==> src/rtl/inst_fifo_if.sv <==
// inst_fifo_if: fetch push, issue pop and head-view signals of the instruction FIFO.
interface inst_fifo_if;
  logic        fifo_flush;
  logic        issue_stall;
  logic        w_ena_1;
  logic        w_ena_2;
  logic [31:0] w_pc_1;
  logic [31:0] w_inst_1;
  logic [31:0] w_pc_2;
  logic [31:0] w_inst_2;
  logic [1:0]  issue_num;
  logic        r_valid_1;
  logic        r_valid_2;
  logic [31:0] r_pc_1;
  logic [31:0] r_inst_1;
  logic [31:0] r_pc_2;
  logic [31:0] r_inst_2;
  logic        fifo_stall_req;
  modport master (
    output fifo_flush, issue_stall, w_ena_1, w_ena_2, w_pc_1, w_inst_1, w_pc_2, w_inst_2, issue_num,
    input  r_valid_1, r_valid_2, r_pc_1, r_inst_1, r_pc_2, r_inst_2, fifo_stall_req
  );
  modport slave (
    input  fifo_flush, issue_stall, w_ena_1, w_ena_2, w_pc_1, w_inst_1, w_pc_2, w_inst_2, issue_num,
    output r_valid_1, r_valid_2, r_pc_1, r_inst_1, r_pc_2, r_inst_2, fifo_stall_req
  );
endinterface

==> src/rtl/inst_fifo.sv <==
// inst_fifo: two-wide push / two-wide pop instruction queue between fetch and issue.
module inst_fifo #(
  parameter int DEPTH = 16
) (
  input logic        clk,
  input logic        rst,
  inst_fifo_if.slave f
);
  localparam int AW = $clog2(DEPTH);
  localparam logic [AW:0] STALL_LIM = (AW+1)'(DEPTH - 2);
  logic [31:0]   pc_mem   [DEPTH];
  logic [31:0]   inst_mem [DEPTH];
  logic [AW-1:0] rptr, wptr, rptr_1, wptr_1;
  logic [AW:0]   count;
  logic [1:0]    wn, rn, iss;
  assign rptr_1 = rptr + 1'b1;
  assign wptr_1 = wptr + 1'b1;
  // Stall leaves room for a full pair, so an accepted push can never overflow.
  assign f.fifo_stall_req = count > STALL_LIM;
  assign wn  = (f.fifo_stall_req || !f.w_ena_1) ? 2'd0 : (f.w_ena_2 ? 2'd2 : 2'd1);
  assign iss = f.issue_num[1] ? 2'd2 : f.issue_num;
  assign rn  = f.issue_stall ? 2'd0 : (((AW+1)'(iss) > count) ? count[1:0] : iss);
  assign f.r_valid_1 = count >= (AW+1)'(1);
  assign f.r_valid_2 = count >= (AW+1)'(2);
  assign f.r_pc_1    = f.r_valid_1 ? pc_mem[rptr]     : 32'h0;
  assign f.r_inst_1  = f.r_valid_1 ? inst_mem[rptr]   : 32'h0;
  assign f.r_pc_2    = f.r_valid_2 ? pc_mem[rptr_1]   : 32'h0;
  assign f.r_inst_2  = f.r_valid_2 ? inst_mem[rptr_1] : 32'h0;
  always_ff @(posedge clk or posedge rst) begin
    if (rst) begin
      rptr  <= '0;
      wptr  <= '0;
      count <= '0;
    end else if (f.fifo_flush) begin
      rptr  <= '0;
      wptr  <= '0;
      count <= '0;
    end else begin
      rptr  <= rptr + AW'(rn);
      wptr  <= wptr + AW'(wn);
      count <= count + (AW+1)'(wn) - (AW+1)'(rn);
    end
  end
  // Storage is never cleared; valid flags alone decide what is visible.
  always_ff @(posedge clk) begin
    if (!rst && !f.fifo_flush && wn != 2'd0) begin
      pc_mem[wptr]   <= f.w_pc_1;
      inst_mem[wptr] <= f.w_inst_1;
      if (wn == 2'd2) begin
        pc_mem[wptr_1]   <= f.w_pc_2;
        inst_mem[wptr_1] <= f.w_inst_2;
      end
    end
  end
endmodule
==> src/flat_wrapper.sv <==
// flat-port wrapper written by rule: the top's interface ports become plain ports
module inst_fifo_flat 
#(
  parameter int DEPTH = 16
)
  (clk, rst, f_fifo_flush, f_issue_stall, f_w_ena_1, f_w_ena_2, f_w_pc_1, f_w_inst_1, f_w_pc_2, f_w_inst_2, f_issue_num, f_r_valid_1, f_r_valid_2, f_r_pc_1, f_r_inst_1, f_r_pc_2, f_r_inst_2, f_fifo_stall_req);
  inst_fifo_if f_i ();
  input logic clk;
  input logic rst;
  input wire logic [$bits(f_i.fifo_flush)-1:0] f_fifo_flush;
  input wire logic [$bits(f_i.issue_stall)-1:0] f_issue_stall;
  input wire logic [$bits(f_i.w_ena_1)-1:0] f_w_ena_1;
  input wire logic [$bits(f_i.w_ena_2)-1:0] f_w_ena_2;
  input wire logic [$bits(f_i.w_pc_1)-1:0] f_w_pc_1;
  input wire logic [$bits(f_i.w_inst_1)-1:0] f_w_inst_1;
  input wire logic [$bits(f_i.w_pc_2)-1:0] f_w_pc_2;
  input wire logic [$bits(f_i.w_inst_2)-1:0] f_w_inst_2;
  input wire logic [$bits(f_i.issue_num)-1:0] f_issue_num;
  output wire logic [$bits(f_i.r_valid_1)-1:0] f_r_valid_1;
  output wire logic [$bits(f_i.r_valid_2)-1:0] f_r_valid_2;
  output wire logic [$bits(f_i.r_pc_1)-1:0] f_r_pc_1;
  output wire logic [$bits(f_i.r_inst_1)-1:0] f_r_inst_1;
  output wire logic [$bits(f_i.r_pc_2)-1:0] f_r_pc_2;
  output wire logic [$bits(f_i.r_inst_2)-1:0] f_r_inst_2;
  output wire logic [$bits(f_i.fifo_stall_req)-1:0] f_fifo_stall_req;
  assign f_i.fifo_flush = f_fifo_flush;
  assign f_i.issue_stall = f_issue_stall;
  assign f_i.w_ena_1 = f_w_ena_1;
  assign f_i.w_ena_2 = f_w_ena_2;
  assign f_i.w_pc_1 = f_w_pc_1;
  assign f_i.w_inst_1 = f_w_inst_1;
  assign f_i.w_pc_2 = f_w_pc_2;
  assign f_i.w_inst_2 = f_w_inst_2;
  assign f_i.issue_num = f_issue_num;
  assign f_r_valid_1 = f_i.r_valid_1;
  assign f_r_valid_2 = f_i.r_valid_2;
  assign f_r_pc_1 = f_i.r_pc_1;
  assign f_r_inst_1 = f_i.r_inst_1;
  assign f_r_pc_2 = f_i.r_pc_2;
  assign f_r_inst_2 = f_i.r_inst_2;
  assign f_fifo_stall_req = f_i.fifo_stall_req;
  inst_fifo #(.DEPTH(DEPTH)) u_core (.clk(clk), .rst(rst), .f(f_i));
endmodule
==> config.mk <==
export PLATFORM = sky130hd
export DESIGN_NAME = inst_fifo_flat
export DESIGN_NICKNAME = d
export VERILOG_FILES = /design/src/rtl/inst_fifo_if.sv /design/src/rtl/inst_fifo.sv /design/src/flat_wrapper.sv
export SDC_FILE = /design/constraint.sdc
export NUM_CORES = 2
export LEC_CHECK = 0
export CAP_MARGIN = 0
export CORE_ASPECT_RATIO = 0.5
export CORE_UTILIZATION = 55
export DETAILED_ROUTE_END_ITERATION = 8
export PLACE_DENSITY = 0.73
export SYNTH_ARGS = -nofsm -noshare
export SYNTH_HDL_FRONTEND = slang
export SYNTH_SLANG_ARGS = --single-unit
==> constraint.sdc <==
create_clock -name clk -period 6.7 [get_ports clk]
set_input_delay 1.34 -clock clk [delete_from_list [all_inputs] [get_ports clk]]
set_output_delay 1.34 -clock clk [all_outputs]
set_load 0.01 [all_outputs]
# Yosys cells after proc, flatten, opt, wreduce, memory -nomap -nowiden
# Memory sizes are Yosys's and may differ from the RTL's.
# Index checks and enable logic that the tools add are counted.
totals:
  memories: 2
  output_inout_bits: 131
  register_bits: 13
  elab_cells: 40
  in_bits: 136
  ramBits: 1024
mem_list:
  columns: ["memory", "words", "width", "read_ports", "rd_clocked_by_memory_dff", "write_ports", "line", "rtl"]
  rows:
  - ["u_core.inst_mem", 16, 32, 2, 0, 2, "inst_fifo.sv:12", "logic [31:0] inst_mem [DEPTH];"]
  - ["u_core.pc_mem", 16, 32, 2, 0, 2, "inst_fifo.sv:11", "logic [31:0] pc_mem [DEPTH];"]
classes:
  muxes: 17
  order_cmp: 4
  reduce_logical: 7
  n_eq_ne: 1
  add_sub_neg: 6
op_table:
  columns: ["op", "n"]
  rows:
  - ["2-to-1 mux 32 bit", 4]
  - ["2-to-1 mux 2 bit", 5]
  - ["adder 4 x 1 -> 4 bit (second input constant)", 2]
  - ["adder 4 x 2 -> 4 bit", 2]
  - ["2-to-1 mux 4 bit", 2]
  - ["adder 5 x 2 -> 5 bit", 1]
  - ["greater-or-equal comparator 5 x 1 -> 1 bit (second input constant)", 1]
  - ["greater-or-equal comparator 5 x 2 -> 1 bit (second input constant)", 1]
  - ["greater-than comparator 2 x 5 -> 1 bit", 1]
  - ["greater-than comparator 5 x 4 -> 1 bit (second input constant)", 1]
  - ["2-to-1 mux 1 bit", 5]
  - ["2-to-1 mux 5 bit", 1]
  - ["subtractor 5 x 2 -> 5 bit", 1]
  - ["zero test 1 bit", 3]
  - ["== test 2 bit (second input constant)", 1]
  - ["logical AND 1 bit", 2]
  - ["nonzero test 2 bit", 1]
  - ["logical OR 1 bit", 1]

# Logic depth before layout (Yosys ltp)
depth:
  depth_word: 7
  mapped_depth: 15
  ltp_nobuf: 15

# Worst setup path after synthesis
# Ideal clock, no wire load.
synth_path:
  kind: "input -> register"
  from: "input f_w_ena_2"
  to: "memory u_core.inst_mem[13][0], enable pin"
  slack_ns: 0.966
  t_required_ns: 6.193
  setup_time_ns: 0.507
  t_arrival_ns: 5.226
  n_path_buf: 2
  stages: 5
  path_cell_list: "clkbuf_1 > nand2_1 > or3_1 > buf_2 > a21oi_1"
synth_lines:
  columns: ["item", "line", "rtl"]
  rows:
  - ["start, declared", "flat_wrapper.sv:13", "input wire logic [$bits(f_i.w_ena_2)-1:0] f_w_ena_2;"]
  - ["end, declared", "inst_fifo.sv:12", null]

# Final worst setup path
layout_path:
  from: "register u_core.rptr[0]"
  to: "output f_r_inst_2[12]"
layout_via:
  elab_chain_len: 3
layout_rtl:
  columns: ["item", "line", "rtl"]
  rows:
  - ["start, declared", "inst_fifo.sv:13", "logic [AW-1:0] rptr, wptr, rptr_1, wptr_1;"]
  - ["start signal, assigned", "inst_fifo.sv:39", "rptr <= rptr + AW'(rn);"]
  - ["adder 4 x 1 -> 4 bit", "inst_fifo.sv:16", "assign rptr_1 = rptr + 1'b1;"]
  - ["memory (16 x 32 bit)", null, null]
  - ["2-to-1 mux 32 bit", "inst_fifo.sv:28", "assign f.r_inst_2 = f.r_valid_2 ? inst_mem[rptr_1] : 32'h0;"]
  - ["end, declared", "flat_wrapper.sv:24", "output wire logic [$bits(f_i.r_inst_2)-1:0] f_r_inst_2;"]
# No other way between the ends.

==> results.sh <==
export IMPL_status="completed"
export IMPL_syn_nets=3661
export IMPL_cp_required_ns=5.36
export IMPL_cp_end_kind="primary output"
export IMPL_critPathKind="register to primary output"
export IMPL_crit_chain="buf_4 -> buf_4 -> mux4_2 -> mux2i_1 -> o22ai_1 -> clkdlybuf4s50_1"
export IMPL_clockBufferDepth=3
export IMPL_io_buffers=266
export IMPL_netlist_area_mm2=0.0602
export IMPL_hp_class="register to register"
export IMPL_cap_violations=0
export IMPL_route_detailed_drc=0
export IMPL_finClkSkew_ns=0.0274
export IMPL_clock_sinks=1037
export IMPL_worst_slew_pin_transition_ns=1.34
export IMPL_rsz0062_at_grt="false"
export IMPL_r2r_slack_ns=2.86
export IMPL_synth_cells=3504
export IMPL_ys_top_cells_by_count="1024 x edfxtp_1, 924 x mux2_2, 512 x mux4_2"
export IMPL_grt_overflow=0
export IMPL_globalplace_congestion=0.828
export IMPL_post_cts_buffers=0
export IMPL_rows=85
export IMPL_die_x_um=470
export IMPL_powerDensity_mw_per_mm2=297
export IMPL_cp_slowest_cell="dfrtp_4"
export IMPL_min_period_over_period=0.892
export IMPL_layout_drive_gt1_share=0.476
export IMPL_antenna_left=0
export IMPL_period_needed_ns=5.98
export IMPL_multi_input_area_mm2=0.0274
export IMPL_clk_latency_ns=0.72
export IMPL_tns_ns=0
export IMPL_antenna_found_initial=8
export IMPL_clkPwrFrac=0.298
export IMPL_setup_slack_ns=0.725
export IMPL_utilization=0.626
export IMPL_dp_cells=4891
export IMPL_placed_area_mm2=0.0642
export IMPL_synth_edf_count=1024
export IMPL_dr_total_vias=37700
export IMPL_ys_async_sr_fraction=0.0125
export IMPL_cpMostUsedCell="buf_4"
export IMPL_track_usage=0.333
export IMPL_worstSetupStartpointType="register"
export IMPL_ir_worst_vdd_uv=430
export IMPL_nFillCells=7615
export IMPL_core_mm2=0.108
export IMPL_fp_dieH_um=236
export IMPL_crit_arrival_ns=4.64
export IMPL_cts_tree="done"
export IMPL_die_area_mm2=0.111
export IMPL_drtIter0Drc=5071
export IMPL_p_seq_frac=0.365
export IMPL_ctsResizeCount=0
export IMPL_grt_max_degree=127
export IMPL_worst_path_largest_cell_delay_ns=0.90
export IMPL_ys_seq_elements=1037
export IMPL_slew_violations=0
export IMPL_clockRootBuffer="clkbuf_16"
export IMPL_fmax_mhz=167
export IMPL_yosys_warnings=0
export IMPL_cts_inserted_buffers=98
export IMPL_areaGrowthSynthToFinish_pct=12.2
export IMPL_power_switching_share=0.308
export IMPL_syn_avg_cell_area_um2=17.2
export IMPL_grt_pass1_vias=37700
export IMPL_synth_top_cell_by_area="edfxtp_1"
export IMPL_top_level_ports=267
export IMPL_synth_most_common_cell="edfxtp_1"
export IMPL_grt_pass1_wl_mm=266
export IMPL_regArea_mm2=0.0311
export IMPL_ctsHoldBuffers=0
export IMPL_cp_max_fo=56
export IMPL_hpwl_mm=97.7
export IMPL_setup_violations=0
export IMPL_ys_types=45
export IMPL_maxSlewHeadroom=0.107
export IMPL_synth_top_cell_area_share=0.510
export IMPL_synth_yosys_seq_area_share=0.516
export IMPL_nets=3713
export IMPL_cts_htree_levels=3
export IMPL_p_switching_uw=6170
export IMPL_ys_top_cells_by_area="edfxtp_1 51%, mux4_2 19%, mux2_2 17%, mux2i_1 2.2%, mux2_1 1.9%"
export IMPL_dr_pass1_iters=5
export IMPL_p_comb_frac=0.337
export IMPL_wl_per_cell_um=36.6
export IMPL_hold_viol_final=0
export IMPL_start_util=0.558
export IMPL_final_cells=5080
export IMPL_p_leak_uw=0.0203
export IMPL_synth_flop_cell="edfxtp_1"
export IMPL_fin_area_mm2=0.0676
export IMPL_pre_cts_slack_ns=1.43
export IMPL_clk_pin_slew_ns=0.06
export IMPL_via_per_inst=7.41
export IMPL_internal_power_uw=13900
export IMPL_totalWireLength_mm=186
==> power groups by stage <==
stage | clock [uW] | sequential [uW] | combinational, uW
6_report | 5980 | 7320 | 6760
5_1_grt | 6230 | 7330 | 7080
4_1_cts | 5990 | 7320 | 6760
3_5_place_dp | 0 | 7460 | 6720
3_3_place_gp | 0 | 7460 | 6670
2_1_floorplan | 0 | 7400 | 4210
==> worst max-delay path: cells and delay by family (launching register included) <==
family / cells / cell delay (ns)
AO/OA/AOI/OAI: 1 / 0.14
buffers and inverters: 3 / 1.96
flip-flops: 1 / 0.90
multiplexers: 2 / 0.88
==> layout make-up <==
class,count,area share
Antenna cell,3,0.000111
Clock buffer,113,0.0384
Clock inverter,73,0.0113
Inverter,15,0.000833
Multi-Input combinational cell,2043,0.406
Sequential cell,1037,0.460
Tap cell,1435,0.0266
Timing Repair Buffer,361,0.0573
==> routing by layer <==
| metal | up-vias | GRT usage | wire, um |
|---|---|---|---|
| li1 | 14700 | - | - |
| met1 | 20000 | 0.476 | 73600 |
| met2 | 2515 | 0.519 | 86300 |
| met3 | 381 | 0.0588 | 19500 |
| met4 | 12 | 0.109 | 6450 |
| met5 | - | 0 | 77 |
==> placed cells by master (no fill, tap or decap), types with 2 or more instances in the layout <==
master           instances
clkbuf_1                11
clkinv_2                24
nand2_1                  2
clkinvlp_4               5
o2111ai_4                4
nor2b_1                 10
a21oi_4                 12
buf_12                  40
mux2_2                 924
nor2_1                   8
dfrtp_1                 11
buf_4                   55
o22ai_4                  4
clkinv_1                27
or3_1                    2
bufinv_16               15
clkbuf_16              102
xnor2_1                  5
ha_1                    16
mux4_2                 512
nor2_4                  17
o22ai_1                 64
edfxtp_1              1024
inv_1                   14
nand2b_1                 2
mux2_1                 100
nand4b_2                 2
fa_1                     4
clkdlybuf4s50_1        266
a21oi_1                 69
diode_2                  3
dfrtp_4                  2
nand3_1                  2
mux2i_1                130
nand3b_1                 2
xor2_1                   2
a22oi_1                128
o21ai_0                  3
nor2b_4                  2
==> final timing paths <==
| kind | from | endpoint | cells past startpoint |
|---|---|---|---|
| setup / recovery | u_core.rptr[0] | f_r_inst_2[12] | 6 |
| hold reg to reg | u_core.wptr[2] | u_core.wptr[2] | 2 |
| setup reg to reg | u_core.count[2] | u_core.pc_mem[4][29] | 6 |
| min in group asynchronous | rst | u_core.count[3] | 2 |
| hold / removal | u_core.wptr[2] | u_core.wptr[2] | 2 |
| max in group asynchronous | rst | u_core.rptr[1] | 2 |
==> through the flow <==
step           power [uW]  hold WS, ns
2_1_floorplan       11600        0.545
3_3_place_gp        14100        0.579
3_5_place_dp        14200        0.592
4_1_cts             20100        0.611
5_1_grt             20600        0.665
6_report            20100        0.615
==> sequential cells by signal, summed over array words and instances, names as in the netlist <==
name and count:
u_core.inst_mem 512, u_core.rptr 4, u_core.wptr 4, u_core.pc_mem 512
u_core.count 5
==> logic make-up after synthesis <==
kind of cell    Yosys count  synth area share
mux                    1666             0.404
flops                  1037             0.516
buf+inv                 424            0.0338
compound gates          289            0.0324
simple gates             59           0.00760
fa+ha+maj                21           0.00486
xor+xnor                  8           0.00116
Note: power is estimated with default switching activity, not from simulation.
